### src/rtl/imem_program_loader.sv
// imem_program_loader: boot loader that streams a length-prefixed, checksummed image into instruction memory.
module imem_program_loader #(
  parameter int ADDR_WIDTH = 7,
  parameter int DEPTH = 128,
  parameter int SKIP_LOAD = 0
) (
  input  logic                  clock,
  input  logic                  reset,
  input  logic [7:0]            rx_data,
  input  logic                  rx_valid,
  output logic                  rx_ready,
  input  logic                  load_req,
  output logic [ADDR_WIDTH-1:0] imem_address,
  output logic [31:0]           imem_data,
  output logic                  imem_wren,
  output logic                  core_reset,
  output logic                  error,
  output logic [ADDR_WIDTH:0]   words_loaded
);
  typedef enum logic [2:0] {LEN, DATA, CSUM, RUN, ERROR} state_t;
  localparam state_t INIT = (SKIP_LOAD != 0) ? RUN : LEN;
  localparam logic [ADDR_WIDTH:0] ONE = 1;
  state_t state, state_d;
  logic [ADDR_WIDTH:0] n;
  logic [1:0] byte_cnt;
  logic [7:0] sum;
  logic [23:0] part;
  logic accept, last_word;
  assign accept = rx_valid && rx_ready;
  assign last_word = (words_loaded + ONE) == n;
  always_comb begin
    state_d = state;
    case (state)
      LEN:     if (accept) state_d = (int'(rx_data) > DEPTH) ? ERROR : (rx_data == 8'd0) ? CSUM : DATA;
      DATA:    if (accept && byte_cnt == 2'd3 && last_word) state_d = CSUM;
      CSUM:    if (accept) state_d = (rx_data == sum) ? RUN : ERROR;
      default: if (load_req) state_d = LEN;
    endcase
  end
  // Status outputs are registered from the next state so they line up with the state register.
  always_ff @(posedge clock) begin
    if (reset) begin
      state <= INIT;
      rx_ready <= INIT != RUN;
      core_reset <= INIT != RUN;
      error <= 1'b0;
      imem_wren <= 1'b0;
      imem_address <= '0;
      imem_data <= '0;
      words_loaded <= '0;
      n <= '0;
      byte_cnt <= '0;
      sum <= '0;
      part <= '0;
    end else begin
      state <= state_d;
      rx_ready <= state_d inside {LEN, DATA, CSUM};
      core_reset <= state_d != RUN;
      error <= state_d == ERROR;
      imem_wren <= 1'b0;
      if (state == LEN && accept) begin
        n <= (ADDR_WIDTH+1)'(rx_data);
        sum <= '0;
        byte_cnt <= '0;
      end
      if (state == DATA && accept) begin
        sum <= sum + rx_data;
        byte_cnt <= byte_cnt + 2'd1;
        if (byte_cnt != 2'd3) part[{byte_cnt, 3'b000} +: 8] <= rx_data;
        else begin
          imem_wren <= 1'b1;
          imem_address <= words_loaded[ADDR_WIDTH-1:0];
          imem_data <= {rx_data, part};
          words_loaded <= words_loaded + ONE;
        end
      end
      if ((state == RUN || state == ERROR) && load_req) words_loaded <= '0;
    end
  end
endmodule
### config.mk
export PLATFORM = sky130hd
export DESIGN_NAME = imem_program_loader
export DESIGN_NICKNAME = d
export VERILOG_FILES = /design/src/rtl/imem_program_loader.sv
export SDC_FILE = /design/constraint.sdc
export NUM_CORES = 1
export LEC_CHECK = 0
export ABC_AREA = 1
export BUFFER_PORTS_ARGS = -buffer_cell sky130_fd_sc_hd__buf_2
export CORE_ASPECT_RATIO = 1.25
export CORE_UTILIZATION = 40
export DETAILED_ROUTE_END_ITERATION = 16
export GPL_TIMING_DRIVEN = 0
export SYNTH_ARGS = -nofsm -noshare
export SYNTH_HDL_FRONTEND = slang
export SYNTH_SLANG_ARGS = --single-unit
### constraint.sdc
create_clock -name clock -period 1.85 [get_ports clock]
set_input_delay 0 -clock clock [delete_from_list [all_inputs] [get_ports clock]]
set_output_delay 0 -clock clock [all_outputs]
set_load 0.02 [all_outputs]
==> results.md <==
- Share of cells above drive strength 1: 0.241
- Rows: 42
- Synth cell count leaders: dfxtp_1, nand2_1, o21ai_0
- Clock-pin slew on the worst setup and hold paths: approximately 0.070 ns
- Number of synthesized flops with an enable pin: 0
- Period utilisation layout: 0.959
- Unique masters post-synth: 30
- Clock insertion delay at the later pin of the skew report: 0.36 ns
- Worst Tran Pin Value: between 0.6 and 0.7 ns
- Largest net degree at the start of global routing: 18
- VDD IR max: 436 µV
- Crit Path Max Fanout: 3
- Critical Path RT: 2.13 ns
- Wire per inst: 13.9 µm
- DRC Markers: 0
- Main flop type after synthesis: dfxtp_1
- Seq pwr share: 0.445
- Gp weighted congestion: 0.871
- Int Pwr: 3.52 mW
- Die W: 95.4 µm
- Fin crit period: 1.77 ns
- Static leakage: 2.60 nW
- Final core utilization: 0.504
- Final slew viol count: 0
- Hold Crit Depth: 3
- Core area: 10600 µm²
- Main area contributors after synthesis: dfxtp_1, o21ai_0, nand2_1
- Synth Register Bits: 96
- Via-per-instance ratio: 5.11
- Top-count cell post-synth: dfxtp_1
- Clk_skew: 0.00755 ns
- Max cap viols: 0
- YS warnings: 0
- Final setup fails: 0
- Initial DRC Count: 169
- Combinational Power Share: 0.210
- First-pass GRT wire length: ~18000 µm
- Post-synth top area cell: dfxtp_1
- Post-Syn Area: 4360 µm²
- Async S/R FF share, synth: 0
- NumNets Final: 689
- Clock Tree Buf Depth: 2
- Worst path arrival time: 2.06 ns
- Unrepaired setup endpoints after global routing: true
- Number of global-route vias before repair: 3791
- Synthesized Nets: around 600
- Area grow syn2layout: 22.7%
- Clock root cell: clkbuf_16
- DRT antenna net count: 0
- Net switching fraction of the power: 0.320
- Total routed wirelength: 11100 µm
- Critical Path Sink Type: flop
- Starting density of the core: 0.411
- H-tree lvl count: 3
- PwrDens: 968 nW/µm²
- Net switching power: 1.66 mW
- Total grt overflow: 0
- Setup CP Type: reg -> reg
- Detailed Routing Iterations Pass 1: 7
- Fin area: 5350 µm²
- Synth Area per Inst: approximately 7.5 µm²
- Worst R2R Path Depth: 11
- Fill count: between 1000 and 1500
- PortBufs: ~60
- Post-synth top area share: 0.441
- Gr usage total: 0.204
- Vias: a little over 4000
- Synth Instances: 579
- Hold_buf cts: 0
- Antenna violations before repair: 0
- Placed cell area: 4830 µm²
- CTS Buf Count: 9
- Post-synthesis sequential area ratio: 0.441
- Clock power frac: 0.346
- Ant. Diodes: 0
- Ports: between 60 and 70
- HPWL Detailed: 8050 µm
- Clock sink count: 96
- Crit path launch type: flop
- CTS tree: built
- DIE AREA: 11300 µm²
- Final Hold Viols: 0
- Status: completed
- Die H: 119 µm
- Rel. slew slack: 0.572
- F_max: 0.564 GHz
- Worst min path class: in -> reg
-- kinds of logic after synthesis --
kind of cell               Yosys count  share of synthesized area
AOI/OAI and AO/OA                  154                      0.197
xor gates and xnor gates             2                    0.00402
adders and majority gates           14                     0.0419
buffers and inverters               81                     0.0737
DFF                                 96                      0.441
and+or+nand+nor                    232                      0.243
-- layout make-up --
class / count / area, µm² / area share
well taps: 132 / 165 / 0.0309
clock inverters: 7 / 53.8 / 0.0101
inverters: 59 / 226 / 0.0423
flip-flops and latches: 96 / 1940 / 0.363
multi-input cells: 402 / 2230 / 0.417
plain buffers: 22 / 110 / 0.0206
clock buffers: 9 / 225 / 0.0421
repair buffers: 73 / 395 / 0.0739
-- final timing paths --
kind / from / to / slack, ns
setup / recovery: sum[0]$_SDFFE_PP0P_ / sum[6]$_SDFFE_PP0P_ / 0.08
hold / removal: rx_data[6] / part[6]$_SDFFE_PP0P_ / 0.004
setup reg to reg: sum[0]$_SDFFE_PP0P_ / sum[6]$_SDFFE_PP0P_ / 0.08
hold reg to reg: part[7]$_SDFFE_PP0P_ / part[7]$_SDFFE_PP0P_ / 0.46
-- power groups by stage --
stage / sequential [mW] / combinational (mW) / clock (mW)
2_1_floorplan: 2.34 / 0.710 / 0
3_3_place_gp: 2.34 / 0.934 / 0
3_5_place_dp: 2.34 / 0.952 / 0
4_1_cts: 2.30 / 1.00 / 1.81
5_1_grt: 2.32 / 1.22 / 1.89
6_report: 2.30 / 1.09 / 1.79
-- timing repair --
item	4_1_cts	5_1_grt
setup buffers	2	10
resized for setup	11	34
pin swaps	0	13
endpoints found under the setup margin	10	33
-- critical path: stages (launching register included) --
cell     delay, ns
dfxtp_2       0.33
ha_4          0.17
fa_2          0.40
a21oi_2       0.14
o21ai_2       0.08
nand2_1       0.06
nand2_1       0.06
a21oi_2       0.15
nor2_1        0.05
nor2_1        0.09
nand2_1       0.07
a21oi_2       0.11
-- through the flow --
step                cells  setup slack [ns]  power [mW]  setup TNS (ns)  hold slack (ns)
global placement      772            -0.150        3.27          -0.680            0.370
floorplan             579            0.0272        3.05               0            0.135
CTS                   790           0.00201        5.11               0          0.00726
detailed placement    772            -0.172        3.30          -0.850            0.376
finish                800            0.0766        5.18               0          0.00368
global route          800           -0.0321        5.43         -0.0597           0.0165
-- sequential cells by signal (all words and copies together) (netlist names) --
register / flops
sum: 8
n: 8
imem_data: 32
rx_ready: 1
core_reset: 1
byte_cnt: 2
error: 1
state: 3
part: 24
imem_address: 7
imem_wren: 1
words_loaded: 8
-- placed cells by master (no fill, tap or decap), types with 3 or more instances in the layout --
cell        n
nand2_1    87
dfxtp_1    86
o21ai_0    75
nor2_1     72
buf_2      68
a21oi_1    52
inv_1      48
nand3_1    38
o211a_1    16
buf_4      13
clkbuf_1   10
clkbuf_16   9
nand2_2     8
inv_2       7
dfxtp_2     7
ha_1        6
nor2_2      5
nand3_2     5
ha_4        5
clkbuf_4    4
nor2_4      4
a31oi_1     3
o21ai_1     3
a21oi_2     3
dfxtp_4     3
-- per-layer routing --
metal,vias up,part of all wire,track usage
met5,-,0,0
met4,0,0.019,0.0877
met3,16,0.044,0.0438
met2,97,0.51,0.351
met1,1888,0.43,0.238
li1,2088,-,-
(Power assumes the default switching activity.)
